**config.mk**
```make
export PLATFORM = sky130hd
export DESIGN_NAME = cache_line_ctrl
export DESIGN_NICKNAME = d
export VERILOG_FILES = /design/src/rtl/cache_pkg.sv /design/src/rtl/cache_beat_counter.sv /design/src/rtl/cache_line_ctrl.sv
export SDC_FILE = /design/constraint.sdc
export NUM_CORES = 1
export LEC_CHECK = 0
export BUFFER_PORTS_ARGS = -buffer_cell sky130_fd_sc_hd__buf_4
export CAP_MARGIN = 40
export CELL_PAD_IN_SITES_DETAIL_PLACEMENT = 2
export CELL_PAD_IN_SITES_GLOBAL_PLACEMENT = 2
export CORE_ASPECT_RATIO = 1.25
export CORE_MARGIN = 5
export CORE_UTILIZATION = 23
export CTS_CLUSTER_DIAMETER = 150
export DETAILED_ROUTE_END_ITERATION = 10
export GPL_ROUTABILITY_DRIVEN = 0
export PLACE_DENSITY_LB_ADDON = 0.1
export SETUP_SLACK_MARGIN = 0.5
export SLEW_MARGIN = 20
export SYNTH_ARGS = -nofsm -noshare
export SYNTH_HDL_FRONTEND = slang
export SYNTH_SLANG_ARGS = --single-unit
```
**constraint.sdc**
```tcl
create_clock -name clk -period 1.7 [get_ports clk]
set_input_delay 0.17 -clock clk [delete_from_list [all_inputs] [get_ports clk]]
set_output_delay 0.17 -clock clk [all_outputs]
set_load 0.005 [all_outputs]
```
**src/rtl/cache_pkg.sv**
```systemverilog
// Shared opcode constants, FSM state encoding and decode helpers for the MEM-stage cache controller.
package cache_pkg;

  localparam logic [5:0] LW = 6'b100011;
  localparam logic [5:0] LB = 6'b100000;
  localparam logic [5:0] SW = 6'b101011;
  localparam logic [5:0] SB = 6'b101000;

  typedef enum logic [1:0] {
    LOOKUP  = 2'd0,
    WB      = 2'd1,
    REFILL  = 2'd2,
    NOALLOC = 2'd3
  } state_e;

  function automatic logic is_memop(input logic [5:0] op);
    return (op == LW) || (op == LB) || (op == SW) || (op == SB);
  endfunction

  function automatic logic is_store(input logic [5:0] op);
    return (op == SW) || (op == SB);
  endfunction

  function automatic logic is_byte(input logic [5:0] op);
    return (op == LB) || (op == SB);
  endfunction

  // Byte stores touch one lane, word stores all four.
  function automatic logic [3:0] lane_en(input logic byte_op, input logic [1:0] ab);
    return byte_op ? (4'b0001 << ab) : 4'hF;
  endfunction

endpackage

```
**src/rtl/cache_beat_counter.sv**
```systemverilog
// Cycle-within-beat and beat-within-line counters for write-back and refill sequencing.
module cache_beat_counter #(
  parameter int unsigned MEM_LATENCY = 4,
  parameter int unsigned LINE_WORDS  = 4,
  localparam int unsigned CW = (MEM_LATENCY > 1) ? $clog2(MEM_LATENCY) : 1,
  localparam int unsigned WI = (LINE_WORDS > 1) ? $clog2(LINE_WORDS) : 1
) (
  input  logic          clk,
  input  logic          rst_b,
  input  logic          clear,
  output logic [CW-1:0] cnt,
  output logic [WI-1:0] beat,
  output logic          last_cyc,
  output logic          last_beat
);

  logic [CW-1:0] cnt_q, cnt_d;
  logic [WI-1:0] beat_q, beat_d;

  assign cnt       = cnt_q;
  assign beat      = beat_q;
  assign last_cyc  = (cnt_q == CW'(MEM_LATENCY - 1));
  assign last_beat = (beat_q == WI'(LINE_WORDS - 1));

  always_comb begin
    cnt_d  = cnt_q;
    beat_d = beat_q;
    if (clear) begin
      cnt_d  = '0;
      beat_d = '0;
    end else if (last_cyc) begin
      cnt_d  = '0;
      beat_d = last_beat ? '0 : beat_q + WI'(1);
    end else begin
      cnt_d = cnt_q + CW'(1);
    end
  end

  always_ff @(posedge clk) begin
    if (!rst_b) begin
      cnt_q  <= '0;
      beat_q <= '0;
    end else begin
      cnt_q  <= cnt_d;
      beat_q <= beat_d;
    end
  end

endmodule

```
**src/rtl/cache_line_ctrl.sv**
```systemverilog
// Write-back cache controller FSM for the MEM stage: one-cycle hits, victim write-back,
// beat-wise line refill with replay, and optional write-around for store misses.
module cache_line_ctrl
  import cache_pkg::*;
#(
  parameter int unsigned LINE_WORDS     = 4,
  parameter int unsigned MEM_LATENCY    = 4,
  parameter int unsigned WRITE_ALLOCATE = 1,
  localparam int unsigned WI = (LINE_WORDS > 1) ? $clog2(LINE_WORDS) : 1,
  localparam int unsigned CW = (MEM_LATENCY > 1) ? $clog2(MEM_LATENCY) : 1
) (
  input  logic          clk,
  input  logic          rst_b,
  input  logic          valid,
  input  logic [5:0]    opcode,
  input  logic [1:0]    addr_byte,
  input  logic          hit,
  input  logic          dirty,
  output logic          stall,
  output logic          reg_write_enable,
  output logic          cache_we,
  output logic          cache_in_select,
  output logic [3:0]    cache_byte_en,
  output logic          set_dirty,
  output logic          set_valid,
  output logic          clear_dirty,
  output logic          mem_we,
  output logic          mem_in_select,
  output logic [3:0]    mem_byte_en,
  output logic [WI-1:0] word_idx
);

  state_e        state_q, state_d;
  logic          is_store_q, is_store_d;
  logic          is_byte_q, is_byte_d;
  logic [1:0]    addr_byte_q, addr_byte_d;
  logic [CW-1:0] cnt;
  logic [WI-1:0] beat;
  logic          last_cyc, last_beat;
  logic          cnt_clear;

  // Counters idle in LOOKUP and restart on every state transition.
  assign cnt_clear = (state_d != state_q) || (state_q == LOOKUP);

  cache_beat_counter #(
    .MEM_LATENCY (MEM_LATENCY),
    .LINE_WORDS  (LINE_WORDS)
  ) u_beat_counter (
    .clk       (clk),
    .rst_b     (rst_b),
    .clear     (cnt_clear),
    .cnt       (cnt),
    .beat      (beat),
    .last_cyc  (last_cyc),
    .last_beat (last_beat)
  );

  always_comb begin
    state_d          = state_q;
    is_store_d       = is_store_q;
    is_byte_d        = is_byte_q;
    addr_byte_d      = addr_byte_q;
    stall            = 1'b0;
    reg_write_enable = 1'b0;
    cache_we         = 1'b0;
    cache_in_select  = 1'b0;
    cache_byte_en    = 4'h0;
    set_dirty        = 1'b0;
    set_valid        = 1'b0;
    clear_dirty      = 1'b0;
    mem_we           = 1'b0;
    mem_in_select    = 1'b0;
    mem_byte_en      = 4'h0;
    word_idx         = '0;

    unique case (state_q)
      LOOKUP: begin
        if (valid && is_memop(opcode)) begin
          if (hit) begin
            if (is_store(opcode)) begin
              cache_we        = 1'b1;
              cache_in_select = 1'b1;
              cache_byte_en   = lane_en(is_byte(opcode), addr_byte);
              set_dirty       = 1'b1;
            end else begin
              reg_write_enable = 1'b1;
            end
          end else begin
            stall       = 1'b1;
            is_store_d  = is_store(opcode);
            is_byte_d   = is_byte(opcode);
            addr_byte_d = addr_byte;
            if (dirty)
              state_d = WB;
            else if (is_store(opcode) && (WRITE_ALLOCATE == 0))
              state_d = NOALLOC;
            else
              state_d = REFILL;
          end
        end
      end

      WB: begin
        stall         = 1'b1;
        mem_in_select = 1'b1;
        word_idx      = beat;
        if (cnt == '0) begin
          mem_we      = 1'b1;
          mem_byte_en = 4'hF;
        end
        if (last_cyc && last_beat)
          state_d = (is_store_q && (WRITE_ALLOCATE == 0)) ? NOALLOC : REFILL;
      end

      REFILL: begin
        stall    = 1'b1;
        word_idx = beat;
        if (last_cyc) begin
          cache_we      = 1'b1;
          cache_byte_en = 4'hF;
          if (last_beat) begin
            set_valid   = 1'b1;
            clear_dirty = 1'b1;
            state_d     = LOOKUP;
          end
        end
      end

      NOALLOC: begin
        stall = !last_cyc;
        if (cnt == '0) begin
          mem_we      = 1'b1;
          mem_byte_en = lane_en(is_byte_q, addr_byte_q);
        end
        if (last_cyc)
          state_d = LOOKUP;
      end

      default: state_d = LOOKUP;
    endcase
  end

  always_ff @(posedge clk) begin
    if (!rst_b) begin
      state_q     <= LOOKUP;
      is_store_q  <= 1'b0;
      is_byte_q   <= 1'b0;
      addr_byte_q <= 2'b00;
    end else begin
      state_q     <= state_d;
      is_store_q  <= is_store_d;
      is_byte_q   <= is_byte_d;
      addr_byte_q <= addr_byte_d;
    end
  end

endmodule

```
# [Yosys cells after proc, flatten, opt, wreduce, memory -nomap -nowiden]
# Cells that the tools add are included.
[classes] add_sub_neg=2 eq_ne=10 shift=2 muxes=39 bitwise=2 reduce_logical=16
[ops] cell="$mux W4" count=8
[ops] cell="$eq A6 B6 Y1 const B" count=4
[ops] cell="$mux W2" count=9
[ops] cell="$mux W1" count=17
[ops] cell="$pmux W4 S2" count=2
[ops] cell="$eq A2 B2 Y1 const B" count=4
[ops] cell="$pmux W2 S4" count=1
[ops] cell="$shl A1 B2 Y4 const A" count=2
[ops] cell="$logic_or A1 B1 Y1" count=6
[ops] cell="$reduce_or A2 Y1" count=3
[ops] cell="$add A2 B1 Y2 const B" count=2
[ops] cell="$logic_not A2 Y1" count=2
[ops] cell="$pmux W1 S3" count=1
[ops] cell="$reduce_and A3 Y1" count=1
[ops] cell="$reduce_or A3 Y1" count=1
[ops] cell="$eq A2 B1 Y1 const B" count=1
[ops] cell="$logic_and A1 B1 Y1" count=2
[ops] cell="$ne A2 B2 Y1" count=1
[ops] cell="$not A1 Y1" count=2
[ops] cell="$pmux W1 S2" count=1
[ops] cell="$logic_not A1 Y1" count=1
[word_totals] ff_bits=9 in_bits=13 out_inout_bits=19 wordCells=76

# [Longest topological paths before layout]
[depth] word_depth=10 ltp_mapped=7 ltp_nobuf=6

# [Hierarchy]
# A second synthesis with hierarchy kept.
[hier_totals] hier_cells=92 area_unflattened_um2=763.2
[by_module_without_submodules] module="cache_line_ctrl" n_inst=1 cells_each=78 area_per_inst_um2=601.8 seq_area_each_um2=100.1
[by_module_without_submodules] module="cache_beat_counter" n_inst=1 cells_each=14 area_per_inst_um2=161.4 seq_area_each_um2=80.1

# [Worst setup path after synthesis]
# Ideal clock, no wire load.
[synth_timing] path_kind="reg2reg" startpoint="register state_q[1]" endpoint="register u_beat_counter.cnt_q[1], in the netlist u_beat_counter.cnt[1]" setup_time_ns=0.132 t_arrival_ns=1.707 required_ns=1.568 path_slack_ns=-0.139 path_stages_with_launch=8 path_buffers=1 period_less_slack_ns=1.839 path_cell_list="dfxtp_1 -> inv_1 -> ha_1 -> buf_6 -> or4_4 -> o31a_4 -> o2111ai_4 -> nor4b_1"
[synth_via] elab_chain_cells=6 word_cells_on_any_way=14 classes_between="eq/ne (4); mux (7); reduce/logical (3)"
[synth_rtl] element="start: declaration" line_no="cache_line_ctrl.sv:33" rtl="state_e state_q, state_d;"
[synth_rtl] element="start signal: assignment" line_no="cache_line_ctrl.sv:150" rtl="state_q <= state_d;"
[synth_rtl] element="$mux W2, on equally long branches" line_no="cache_line_ctrl.sv:121, cache_line_ctrl.sv:79"
[synth_rtl] element="$mux W2, on equally long branches" line_no="cache_line_ctrl.sv:118, cache_line_ctrl.sv:78"
[synth_rtl] element="$pmux W2 S4" line_no="cache_line_ctrl.sv:76" rtl="unique case (state_q)"
[synth_rtl] element="$ne A2 B2 Y1" line_no="cache_line_ctrl.sv:43" rtl="assign cnt_clear = (state_d != state_q) || (state_q == LOOKUP);"
[synth_rtl] element="$logic_or A1 B1 Y1 *" line_no="cache_line_ctrl.sv:43"
[synth_rtl] element="$reduce_or A3 Y1 (no source line) *"
[synth_rtl] element="end signal: assignment" line_no="cache_beat_counter.sv:44" rtl="cnt_q <= cnt_d;"
[synth_rtl] element="end: declaration" line_no="cache_beat_counter.sv:17" rtl="logic [CW-1:0] cnt_q, cnt_d;"
# Mark *: on every way between the ends. The rest lies on a longest branch, timed or not.
# A chain may end at the register's enable or synchronous reset.

# [Worst setup path after layout]
[layout_timing] startpoint="register state_q[0]" endpoint="register u_beat_counter.beat_q[1], in the netlist u_beat_counter.beat[1]"
[layout_via] elab_chain_cells=6 word_cells_on_any_way=14 classes_between="eq/ne (4); mux (7); reduce/logical (3)"
[layout_rtl] element="$mux W2, on equally long branches" line_no="cache_line_ctrl.sv:121, cache_line_ctrl.sv:79"
[layout_rtl] element="$mux W2, on equally long branches" line_no="cache_line_ctrl.sv:118, cache_line_ctrl.sv:78"
[layout_rtl] element="$pmux W2 S4" line_no="cache_line_ctrl.sv:76"
[layout_rtl] element="$ne A2 B2 Y1" line_no="cache_line_ctrl.sv:43"
[layout_rtl] element="$logic_or A1 B1 Y1 *" line_no="cache_line_ctrl.sv:43"
[layout_rtl] element="$reduce_or A2 Y1 (no source line) *"
[layout_rtl] element="end signal: assignment" line_no="cache_beat_counter.sv:45" rtl="beat_q <= beat_d;"
[layout_rtl] element="end: declaration" line_no="cache_beat_counter.sv:18" rtl="logic [WI-1:0] beat_q, beat_d;"
# Marks and branches as above.

==> summary.md <==
| Metric | Value |
|---|---|
| Failing checks | negative setup slack |
| Tot Pwr | 858.8 µW |
| Average size of a mapped cell | 7.928 µm² |
| Number of port buffers | 31 |
| WS Path Type | reg -> reg |
| Worst slew pin tran | 0.2916 ns |
| Syn. warnings | 0 |
| Core area | 3483 µm² |
| Synth Register Bits | 9 |
| Fmax | 0.5658 GHz |
| Leak | 0.0007128 µW |
| Tmin final | 1.767 ns |
| CTS Root Cell | clkbuf_8 |
| Vias/cell | 4.976 |
| Vias post-DR | 1020 |
| Hold_ws | 0.2307 ns |
| Area delta synth->final | 103.0% |
| Worst-path clk slew | 0.05 ns |
| Async SR Flop Fraction | 0% |
| Clk buf depth | 2 |
| H-tree depth | 1 |
| GRT met3 Usage | 4.386% |
| Mapped Cells | 104 |
| Ant. Diodes | 0 |
| Rel. slew slack | 80.52% |
| Max-cap viol count | 0 |
| PwrDens | 513.0 nW/µm² |
| Final Hold Vio Count | 0 |
| Data required time of the worst path | 1.82 ns |
| Post-route clock period utilization | 104.0% |
| GRT Max-Usage Layer | met2 |
| Commonest non-fill, non-tap cell in the layout | buf_4 |
| Synth area leader | dfxtp_1 |
| Detailed placement HPWL | 2711 µm |
| Fin nets | 187 |
| Most used DFF post-synth | dfxtp_1 |
| Yosys top cell area share | 21.85% |
| WL per Instance | 19.14 µm |
| Share of cells above drive strength 1 | 67.47% |
| Finish-stage setup viols | 10 |
| CP Max Fanout | 4 |
| First-pass GRT wire length | 6037 µm |
| Synth Cell Area | 824.5 µm² |
| CP arrival | 1.89 ns |
| Chip width | 63.56 µm |
| Most frequent cells in the layout | buf_4 (41), buf_6 (22), inv_1 (8), dfxtp_1 (7), a21oi_1 (6) |
| M2 GR Usage | 28.86% |
| Met1 Usage GRT | 15.42% |
| PnR worst setup slack | -0.06739 ns |
| Antenna violations before repair | 0 |
| GRT Overall Usage | 15.45% |
| Status | complete, but fails checks |
| Worst setup EP type | register |
| Antenna-violating nets left | 0 |
| Fin. max-slew vios | 0 |
| CTS sink count | 9 |
| Synth area leaders | dfxtp_1 (22%), ha_1 (11%), a21oi_1 (6.7%) |
| Yosys cell types | 36 |
| Net Count, Synth | 124 |
| Die Span Y | 76.94 µm |
| Final Util | 48.06% |
| Post-synth EDFFs | 0 |
| Gr ovfl total | 0 |
| IO Pins | 32 |
| Final WL | 3924 µm |
| RSZ-0062 raised after global routing | true |
| Starting DRT DRC Count | 36 |
| CTS tree | yes |
| Startpoint types | register |
| Die outline area | 4890 µm² |
| Cell Rows | 24 |
| HP Class | in -> reg |
| Worst IR drop on VDD | 0.0003311 V |
| Total CTS buffers | 3 |
| DRT Pass-1 Iters | 4 |
| Post-synthesis sequential area ratio | 21.85% |
| Hold buffers post-CTS | 0 |
| Largest net degree at the start of global routing | 7 |
| # DRC | 0 |
| Worst skew pair latency | 0.24 ns |
| Via count of the first global-routing pass | 1198 |
| Starting density of the core | 23.67% |
| Clock tree skew after final layout | 0.0005941 ns |
## registers in the layout, summed over array words and instances, names as in the netlist
signal and cells:
u_beat_counter.cnt 2, state_q 2, addr_byte_q 2, u_beat_counter.beat 2
is_byte_q 1
## cells in the mapped netlist (all sizes together), types with 2 or more instances
cell type and n:
a21oi 11, inv 10, dfxtp 9, ha 7, nand3 6, buf 5, nand2 5, nor2 5
nor2b 5, o21ai 5, a21boi 4, and2 4, nand2b 3, nand4 3, nor3 3, a31oi 2
## area by class of cell
class / count / area, µm²
Clock buffer: 4 / 45.04
Fill cell: 377 / 1809
Inverter: 10 / 45.04
Multi-Input combinational cell: 80 / 792.0
Sequential cell: 9 / 187.7
Tap cell: 39 / 48.80
Timing Repair Buffer: 63 / 555.5
## where the power goes
group	leakage, µW	internal [µW]	switching (µW)
registers	0.0000742	219	14.0
logic	0.000616	200	166
clock network	0.0000228	164	95.4
## timing repair
action	CTS	global route
endpoints found under the setup margin	28	28
gates resized for setup	48	26
buffers inserted	7	5
pin swaps	9	9
## through the flow
stage	worst slack, ns	TNS [ns]	area (µm²)	std cells
floorplan	-0.05099	-0.1889	852.1	104
global placement	-0.01255	-0.02987	1237	189
detailed placement	-0.1533	-0.3661	1237	189
CTS	-0.08121	-0.6603	1523	200
global route	-0.1363	-1.104	1674	205
finish	-0.06739	-0.4241	1674	205
## cell families (layout without fill, tap and decap cells)
kind of cell | Yosys count | count (layout) | synth area share, %
compound gates | 28 | 28 | 24.28
xor+xnor | 1 | 1 | 1.062
fa+ha+maj | 7 | 7 | 10.62
buf+inv | 15 | 77 | 10.17
flops | 9 | 9 | 21.85
mux | 2 | 2 | 2.580
simple gates | 42 | 42 | 29.44
## worst paths after layout
| path | from | end | slack [ns] | depth (start not counted) |
|---|---|---|---|---|
| hold / removal | rst_b | state_q[1] | 0.23 | 3 |
| setup / recovery | state_q[0] | u_beat_counter.beat[1] | -0.07 | 7 |
| setup reg to reg | state_q[0] | u_beat_counter.beat[1] | -0.07 | 7 |
| hold reg to reg | u_beat_counter.cnt[0] | u_beat_counter.cnt[0] | 0.51 | 1 |
## critical path, cell delays in order, from the launching register on
cell and delay [ns]:
dfxtp_4 0.35, buf_6 0.12, buf_6 0.12, ha_4 0.15, or4_4 0.45, o31a_4 0.15
o2111ai_4 0.23, nor3_1 0.08
## layer usage
layer	wire length [µm]	part of all wire, %
met4	75	1.9
met3	145	3.7
met5	0	0
met1	1492	38
met2	2211	56
No activity file was read; power rests on OpenSTA's default activity.
